File: src/rtl/add_sched.sv
`default_nettype none
// ============================================================================
// Module   : add_sched
// Purpose  : Round-robin scheduler sharing one DW-bit adder between NREQ
//            requesters. One operand pair is accepted per grant; the DW+1 bit
//            sum and requester id are registered and held until the consumer
//            accepts them. Completions are counted and a sticky interrupt is
//            raised when the count reaches a programmable threshold.
// Ports    : clk, rst            - clock, async active-high reset
//            req_valid/req_ready - per-requester handshake (ready one-hot/0)
//            req_op1/req_op2     - flattened operands, requester i at [i*DW +: DW]
//            res_valid/res_ready - result handshake
//            res_data/res_id     - registered sum (with carry) and its source
//            cnt_thresh          - completion count raising intr (0 = off)
//            intr_clr/intr       - interrupt clear pulse / sticky interrupt
// Options  : ADD_SCHED_PRIO_EN   - requester 0 gets fixed highest priority
// Revision : 1.0 - initial release
// ============================================================================
module add_sched #(
  parameter int NREQ = 4,
  parameter int DW   = 32,
  parameter int IDW  = 3
) (
  input  logic               clk,
  input  logic               rst,
  input  logic [NREQ-1:0]    req_valid,
  output logic [NREQ-1:0]    req_ready,
  input  logic [NREQ*DW-1:0] req_op1,
  input  logic [NREQ*DW-1:0] req_op2,
  output logic               res_valid,
  input  logic               res_ready,
  output logic [DW:0]        res_data,
  output logic [IDW-1:0]     res_id,
  input  logic [7:0]         cnt_thresh,
  input  logic               intr_clr,
  output logic               intr
);

  localparam logic [0:0]     C_IDLE    = 1'b0;
  localparam logic [0:0]     C_HOLD    = 1'b1;
  localparam logic [IDW-1:0] C_LAST_ID = IDW'(NREQ - 1);

  logic [0:0]     state_q, state_d;
  logic [IDW-1:0] rr_ptr_q, rr_ptr_d;
  logic [DW:0]    res_data_q, res_data_d;
  logic [IDW-1:0] res_id_q, res_id_d;
  logic [7:0]     done_cnt_q, done_cnt_d;
  logic           intr_q, intr_d;

  logic [NREQ-1:0] w_rr_vec;
  logic [IDW-1:0]  w_rr_id;
  logic [IDW-1:0]  w_grant_id;
  logic            w_ptr_upd;
  logic            w_accept;
  logic            w_grant_en;
  logic [DW-1:0]   w_op1;
  logic [DW-1:0]   w_op2;
  logic [DW:0]     w_sum;
  logic            w_complete;
  logic [7:0]      w_cnt_inc;
  logic            w_hit;
  int              w_best;
  int              w_dist;

`ifdef ADD_SCHED_PRIO_EN
  // Requester 0 bypasses the rotation; the pointer only tracks the others.
  assign w_rr_vec   = {req_valid[NREQ-1:1], 1'b0};
  assign w_grant_id = req_valid[0] ? '0 : w_rr_id;
  assign w_ptr_upd  = ~req_valid[0];
`else
  assign w_rr_vec   = req_valid;
  assign w_grant_id = w_rr_id;
  assign w_ptr_upd  = 1'b1;
`endif

  // Pick the valid requester at the smallest circular distance from rr_ptr.
  always_comb begin
    w_best  = NREQ;
    w_dist  = 0;
    w_rr_id = '0;
    for (int i = 0; i < NREQ; i++) begin
      if (i >= int'(rr_ptr_q)) begin
        w_dist = i - int'(rr_ptr_q);
      end else begin
        w_dist = i + NREQ - int'(rr_ptr_q);
      end
      if (w_rr_vec[i] && (w_dist < w_best)) begin
        w_best  = w_dist;
        w_rr_id = IDW'(i);
      end
    end
  end

  always_comb begin
    w_op1 = '0;
    w_op2 = '0;
    for (int i = 0; i < NREQ; i++) begin
      if (w_grant_id == IDW'(i)) begin
        w_op1 = req_op1[i*DW +: DW];
        w_op2 = req_op2[i*DW +: DW];
      end
    end
  end

  assign w_sum      = {1'b0, w_op1} + {1'b0, w_op2};
  assign w_accept   = (state_q == C_IDLE) || res_ready;
  // rst gating keeps req_ready low for the whole reset window.
  assign w_grant_en = w_accept && (|req_valid) && !rst;

  // FSM: state register
  always_ff @(posedge clk or posedge rst) begin
    if (rst) begin
      state_q <= C_IDLE;
    end else begin
      state_q <= state_d;
    end
  end

  // FSM: next state
  always_comb begin
    state_d = state_q;
    case (state_q)
      C_IDLE: begin
        if (w_grant_en) state_d = C_HOLD;
      end
      C_HOLD: begin
        if (res_ready) state_d = w_grant_en ? C_HOLD : C_IDLE;
      end
      default: state_d = C_IDLE;
    endcase
  end

  // FSM: outputs
  always_comb begin
    res_valid = (state_q == C_HOLD);
    req_ready = '0;
    for (int i = 0; i < NREQ; i++) begin
      req_ready[i] = w_grant_en && (w_grant_id == IDW'(i));
    end
  end

  // Datapath and completion counter
  assign w_complete = (state_q == C_HOLD) && res_ready;
  assign w_cnt_inc  = done_cnt_q + 8'd1;
  assign w_hit      = w_complete && (cnt_thresh != 8'd0) && (w_cnt_inc == cnt_thresh);

  always_comb begin
    res_data_d = res_data_q;
    res_id_d   = res_id_q;
    rr_ptr_d   = rr_ptr_q;
    if (w_grant_en) begin
      res_data_d = w_sum;
      res_id_d   = w_grant_id;
      if (w_ptr_upd) begin
        rr_ptr_d = (w_grant_id == C_LAST_ID) ? '0 : w_grant_id + IDW'(1);
      end
    end
    if (w_hit) begin
      done_cnt_d = 8'd0;
    end else if (w_complete) begin
      done_cnt_d = w_cnt_inc;
    end else begin
      done_cnt_d = done_cnt_q;
    end
    // A threshold hit outranks a simultaneous clear.
    intr_d = w_hit | (intr_q & ~intr_clr);
  end

  always_ff @(posedge clk or posedge rst) begin
    if (rst) begin
      rr_ptr_q   <= '0;
      res_data_q <= '0;
      res_id_q   <= '0;
      done_cnt_q <= '0;
      intr_q     <= 1'b0;
    end else begin
      rr_ptr_q   <= rr_ptr_d;
      res_data_q <= res_data_d;
      res_id_q   <= res_id_d;
      done_cnt_q <= done_cnt_d;
      intr_q     <= intr_d;
    end
  end

  assign res_data = res_data_q;
  assign res_id   = res_id_q;
  assign intr     = intr_q;

endmodule
`default_nettype wire
File: config.mk
export PLATFORM = sky130hd
export DESIGN_NAME = add_sched
export DESIGN_NICKNAME = d
export VERILOG_FILES = /design/src/rtl/add_sched.sv
export SDC_FILE = /design/constraint.sdc
export NUM_CORES = 1
export LEC_CHECK = 0
export ABC_AREA = 1
export CAP_MARGIN = 25
export CORE_AREA = 4 4 128 130
export CTS_CLUSTER_DIAMETER = 40
export DETAILED_ROUTE_END_ITERATION = 10
export DIE_AREA = 0 0 132 134
export PLACE_DENSITY = 0.86
export SKIP_CTS_REPAIR_TIMING = 1
export SLEW_MARGIN = 30
export SYNTH_ARGS = -nofsm -noshare
export SYNTH_HDL_FRONTEND = slang
export SYNTH_SLANG_ARGS = --single-unit
File: constraint.sdc
create_clock -name clk -period 14.8 [get_ports clk]
set_input_delay 2.96 -clock clk [delete_from_list [all_inputs] [get_ports clk]]
set_output_delay 2.96 -clock clk [all_outputs]
set_load 0.05 [all_outputs]
==> results by group, run 1 <==
Drt
  • # DRC: 0
  • DR iter-0 viols: approximately 370
  • Routed wire length: around 24 mm
  • Vias per std cell: roughly 5.3
  • Routed WL per cell: about 17 um
  • First-pass DRT Iterations: 5
  • Final ANT Viol Nets: 0
  • Via count: about 7500

Worst setup path
  • Crit. End Element: primary output
  • Reg2reg setup slack: around 7300 ps
  • WS Path Type: in2out
  • WP data arrival: 8310 ps
  • CP dominant cell by count: nand2_1
  • Worst path slowest cell: clkdlybuf4s50_1
  • Crit Path Max Fanout: a little under 60
  • CP required: 11840 ps
  • Slowest stage delay, CP: 820 ps
  • Worst setup SP type: input pin

Cells and area
  • # diodes: 0
  • Commonest cells after routing, fill and taps aside: clkdlybuf4s50_1 (312), nand2_1 (224), nor2_1 (107), a21oi_1 (93), o21ai_0 (92)
  • Layout cells sized above 1: between 3 and 4%
  • P&R area growth vs syn: 58.18%
  • Core Util, Final: about three fifths
  • Leading cell type in the layout, fill and taps excluded: clkdlybuf4s50_1
  • Final #Nets: ~1500

Global routing
  • Initial antenna violation count: 0
  • Remaining Overflow, GRT: 0
  • First-pass GRT wire length: 37.25 mm
  • Largest net degree at the start of global routing: 67
  • Vias in the first global route: 7321
  • GRT Total Usage: approximately a quarter

Yosys
  • Post-Syn Area: around 5900 um^2
  • Yosys warnings: 0
  • Sequential area share after synthesis: 19.94%
  • Number of synthesized flops with an enable pin: 0
  • Top FF cell, synth: dfrtp_1
  • Yosys cell types: 41
  • Async S/R FF share, synth: between 90% and 100%
  • Syn avg cell area: 6.216 um^2
  • Mapped Cells: ~950
  • Yosys reg bits: 47

Die
  • DIE WIDTH: between 100 and 150 um
  • # rows: 45
  • CORE AREA: 15150 um^2
  • Die Ht: 134 um
  • Initial core utilization: about 40%
  • Die ar.: 17690 um^2
  • # IOs: 314

STA
  • Post-route clock period utilization: roughly three quarters
  • TNS Setup: 0 ps
  • Endpoints failing setup: 0
  • Worst rel slew slack: between 40% and 50%
  • Max frequency: just under 0.09 GHz
  • Fin. Hold Viols: 0
  • Tmin final: 11270 ps
  • Slew @ Worst Pin: roughly 760 ps
  • Max Clock Skew: about 5.2 ps
  • RSZ-0062 raised after global routing: false
  • Max-slew violations: 0

Clock tree
  • CTS tree: done
  • CTS Buf Count: 5
  • Clk Latency, worst-skew pair: between 200 and 300 ps
  • H-tree Lvls: 2
  • Clk buf depth: 2
  • Num Clock Sinks: 47
  • CTS root buffer: clkbuf_16
  • Clock slew at reported path FFs: approximately 60 ps

Min path
  • Hold Crit Class: reg2reg

Place
  • Gp weighted congestion: 0.9269
  • Count of input and output buffers: between 300 and 400
  • Dpl hpwl: slightly above 20 mm

Run
  • Max Cap Viol: 0

Status
  • Status: complete, no violations
cell families (layout without fill, tap and decap cells):
| group | after synthesis | after routing | share of synthesized area [%] |
|---|---|---|---|
| DFF | 47 | 47 | 19.94 |
| other | 1 | 3 | 0.06357 |
| and+or+nand+nor | 404 | 404 | 28.17 |
| AOI/OAI and AO/OA | 293 | 293 | 29.33 |
| buffers and inverters | 130 | 407 | 8.335 |
| xor gates and xnor gates | 26 | 26 | 3.860 |
| adders and majority gates | 48 | 48 | 10.31 |
worst max-delay path, delay by kind of cell:
family / cells / cell delay (ps)
AOI/OAI and AO/OA: 2 / 230
adders and majority gates: 4 / 1510
buffers and inverters: 8 / 2030
and+or+nand+nor: 18 / 1540
registers in the layout (all words and copies together), names as in the netlist:
name	flops
done_cnt_q	8
intr	1
res_data	33
res_id	2
res_valid	1
rr_ptr_q	2
synth_stat cells, types with 15 or more instances:
library cell / number / area share [%]
nand2_1: 224 / 14
nor2_1: 108 / 6.9
a21oi_1: 93 / 7.9
o21ai_0: 92 / 7.8
inv_1: 78 / 5.0
a22oi_1: 50 / 6.4
clkbuf_1: 48 / 3.1
dfrtp_1: 47 / 20
ha_1: 47 / 10
nand3_1: 36 / 3.1
a221oi_1: 15 / 2.2
area by class of cell:
class / count / area [um^2]
Multi-Input combinational cell: 774 / 4252
Clock buffer: 6 / 128.9
Tap cell: 188 / 235.2
Inverter: 79 / 296.5
Fill cell: 1425 / 5814
Sequential cell: 47 / 1176
Clock inverter: 2 / 60.06
Timing Repair Buffer: 320 / 3183
metrics by stage:
| stage | std cells | instance area (um^2) | setup WS, ps | hold WS [ps] |
|---|---|---|---|---|
| floorplan | 951 | 5907 | 5014 | 496.2 |
| global placement | 1408 | 9140 | 3546 | 465.5 |
| detailed placement | 1408 | 9140 | 3383 | 465.4 |
| CTS | 1416 | 9329 | 3340 | 483.3 |
| global route | 1416 | 9331 | 2994 | 509.7 |
| finish | 1416 | 9331 | 3534 | 479.3 |
layer usage:
metal  global-route usage, %  up-vias  wire, um
met4                   7.876        0       671
met1                   29.98     3371      9455
met2                   47.92      272     12340
met5                       0        -         0
met3                   5.589       42      1578
li1                        -     3800         -
worst paths after layout:
check,startpoint,to,cells past startpoint
worst min register to register,res_data[29],res_data[29],2
min in group asynchronous,rst,res_data[8],3
worst max-delay path,req_valid[0],req_ready[2],32
worst max register to register,rr_ptr_q[1],res_data[21],45
worst min-delay path,res_data[29],res_data[29],2
max in group asynchronous,rst,res_data[27],3
Power of run 1 is left out: the tool's default activity adds up to more than one toggle a clock period on the data nets, which glitch-free logic cannot reach.
==> inputs of run 2 (changes only) <==
- CORE_AREA: 4 4 128 130 -> 4 4 132 134
- DIE_AREA: 0 0 132 134 -> 0 0 136 138
- PLACE_DENSITY: 0.86 -> 0.85
- clock period: 14.8 -> 9.7 ns (I/O delays scaled with it)
==> results by group, run 2 (synthesis gave the netlist of run 1 again) <==
Worst setup path
  • CP required: 7760 ps (-4080 ps)
  • CP dominant cell by count: nand2_1
  • WP data arrival: 6890 ps (-1420 ps)
  • Crit. End Element: primary output
  • Worst path slowest cell: clkdlybuf4s50_1
  • WS Path Type: in2out
  • Buf+Inv Stages, Crit Path: 8 (unchanged)
  • Crit Path Max Fanout: 15 (-74%)
  • Largest delay contributor family on the critical path: buffers and inverters
  • Worst setup SP type: input pin
  • Slowest stage delay, CP: 840 ps (+20 ps)

Drt
  • # DRC: 0 (unchanged)
  • DR iter-0 viols: 505 (+35%)
  • First-pass DRT Iterations: 5 (unchanged)
  • Vias per std cell: 5.239 (-0.89%)
  • Routed wire length: 25.05 mm (+4.2%)
  • Final ANT Viol Nets: 0 (unchanged)
  • Via count: 7602 (+1.6%)
  • Routed WL per cell: 17.27 um (+1.7%)

Global routing
  • GRT Total Usage: 25.66% (-0.28 points)
  • Remaining Overflow, GRT: 0 (unchanged)
  • M3 GR Usage: 4.251% (-1.3 points)
  • GR met2 Demand/Resource: 47.77% (-0.15 points)
  • Busiest layer in global routing: met2
  • First-pass GRT wire length: 38.56 mm (+3.5%)
  • Vias in the first global route: 7431 (+1.5%)
  • Initial antenna violation count: 0 (unchanged)
  • M1 GR Usage: 30.56% (+0.58 points)
  • Largest net degree at the start of global routing: 115 (+72%)

STA
  • Tmin final: between 8000 and 9000 ps
  • Endpoints failing setup: 0 (unchanged)
  • Fin. Hold Viols: 0 (unchanged)
  • Max frequency: 0.1133 GHz
  • Max-slew violations: 0 (unchanged)
  • Worst rel slew slack: 45.10% (-3.8 points)
  • TNS Setup: 0 ps (unchanged)
  • Post-route clock period utilization: 91.01%
  • Slew @ Worst Pin: 813.1 ps (+56.74 ps)
  • Max Clock Skew: 4.363 ps (-0.8370 ps)
  • RSZ-0062 raised after global routing: false

Place
  • Count of input and output buffers: 312 (unchanged)
  • Dpl hpwl: 20.79 mm (+3.0%)
  • Gp weighted congestion: 0.9226 (-0.46%)

Clock tree
  • Clk Latency, worst-skew pair: 290 ps (about the same)
  • CTS tree: done
  • Clock slew at reported path FFs: 60 ps (about the same)
  • CTS root buffer: clkbuf_16
  • H-tree Lvls: 2 (unchanged)
  • Clk buf depth: 2 (unchanged)
  • Num Clock Sinks: 47 (unchanged)
  • CTS Buf Count: 5 (unchanged)

Cells and area
  • Leading cell type in the layout, fill and taps excluded: clkdlybuf4s50_1
  • Commonest cells after routing, fill and taps aside: clkdlybuf4s50_1 (311), nand2_1 (224), nor2_1 (107), a21oi_1 (93), o21ai_0 (92)
  • Final #Nets: 1550 (+0.19%)
  • Fillers: 1585 (+11%)
  • Multi-input gate area: 4249 um^2 (about the same)
  • Layout cells sized above 1: 3.412% (+0.32 points)
  • Max FFs per register: 33 (unchanged)
  • P&R area growth vs syn: 59.47%
  • # diodes: 0 (unchanged)
  • Reg area: 1176 um^2 (unchanged)

Die
  • Die ar.: 18770 um^2 (+6.1%)
  • CORE AREA: 16290 um^2 (+7.6%)
  • # IOs: 314 (unchanged)
  • # rows: 47 (+4.4%)
  • DIE WIDTH: 136 um (+3.0%)
  • Die Ht: 138 um (+3.0%)
  • Initial core utilization: 36.22% (-2.7 points)

Status
  • Status: complete, no violations

Min path
  • Hold Crit Class: reg2reg

Run
  • Max Cap Viol: 0 (unchanged)
## run 2: final timing paths
path	from	to	slack (ps)	cells past startpoint
setup / recovery	req_valid[0]	req_ready[2]	870	32
hold / removal	res_data[18]	res_data[18]	480	2
setup reg to reg	rr_ptr_q[1]	res_data[25]	2620	48
hold reg to reg	res_data[18]	res_data[18]	480	2
max in group asynchronous	rst	res_data[25]	7150	3
min in group asynchronous	rst	res_data[5]	2120	3
## run 2: final cells by class
class / instances / share of cell area [%]
repair buffers: 323 / 34.45
inverters: 79 / 3.165
clock buffers: 5 / 1.330
well taps: 220 / 2.926
clock inverters: 3 / 0.4655
multi-input cells: 774 / 45.17
flip-flops and latches: 47 / 12.50
## run 2: per-layer routing
metal / routed length, um / share of wire (%)
met3: 1439 / 5.7
met2: 13010 / 52
met4: 500 / 2.0
met5: 0 / 0
met1: 10110 / 40
## run 2: per-stage QoR
| stage | setup slack, ps | cell area [um^2] | hold slack [ps] | util (%) | instances |
|---|---|---|---|---|---|
| after floorplan | 1954 | 5907 | 496.2 | - | 951 |
| after global placement | 1068 | 9239 | 462.9 | 56.72 | 1443 |
| after detailed placement | 961.5 | 9239 | 464.3 | 56.72 | 1443 |
| after CTS | 929.2 | 9408 | 482.5 | 57.75 | 1451 |
| after global routing | 399.4 | 9408 | 493.5 | 57.75 | 1451 |
| final | 871.6 | 9408 | 480.5 | 57.75 | 1451 |
## run 2: worst min-delay path: cells and delay by family, from the launching register on
| kind | cells | cell delay (ps) |
|---|---|---|
| and+or+nand+nor | 2 | 100 |
| DFF | 1 | 340 |
Power of run 2 is left out for the same reason.
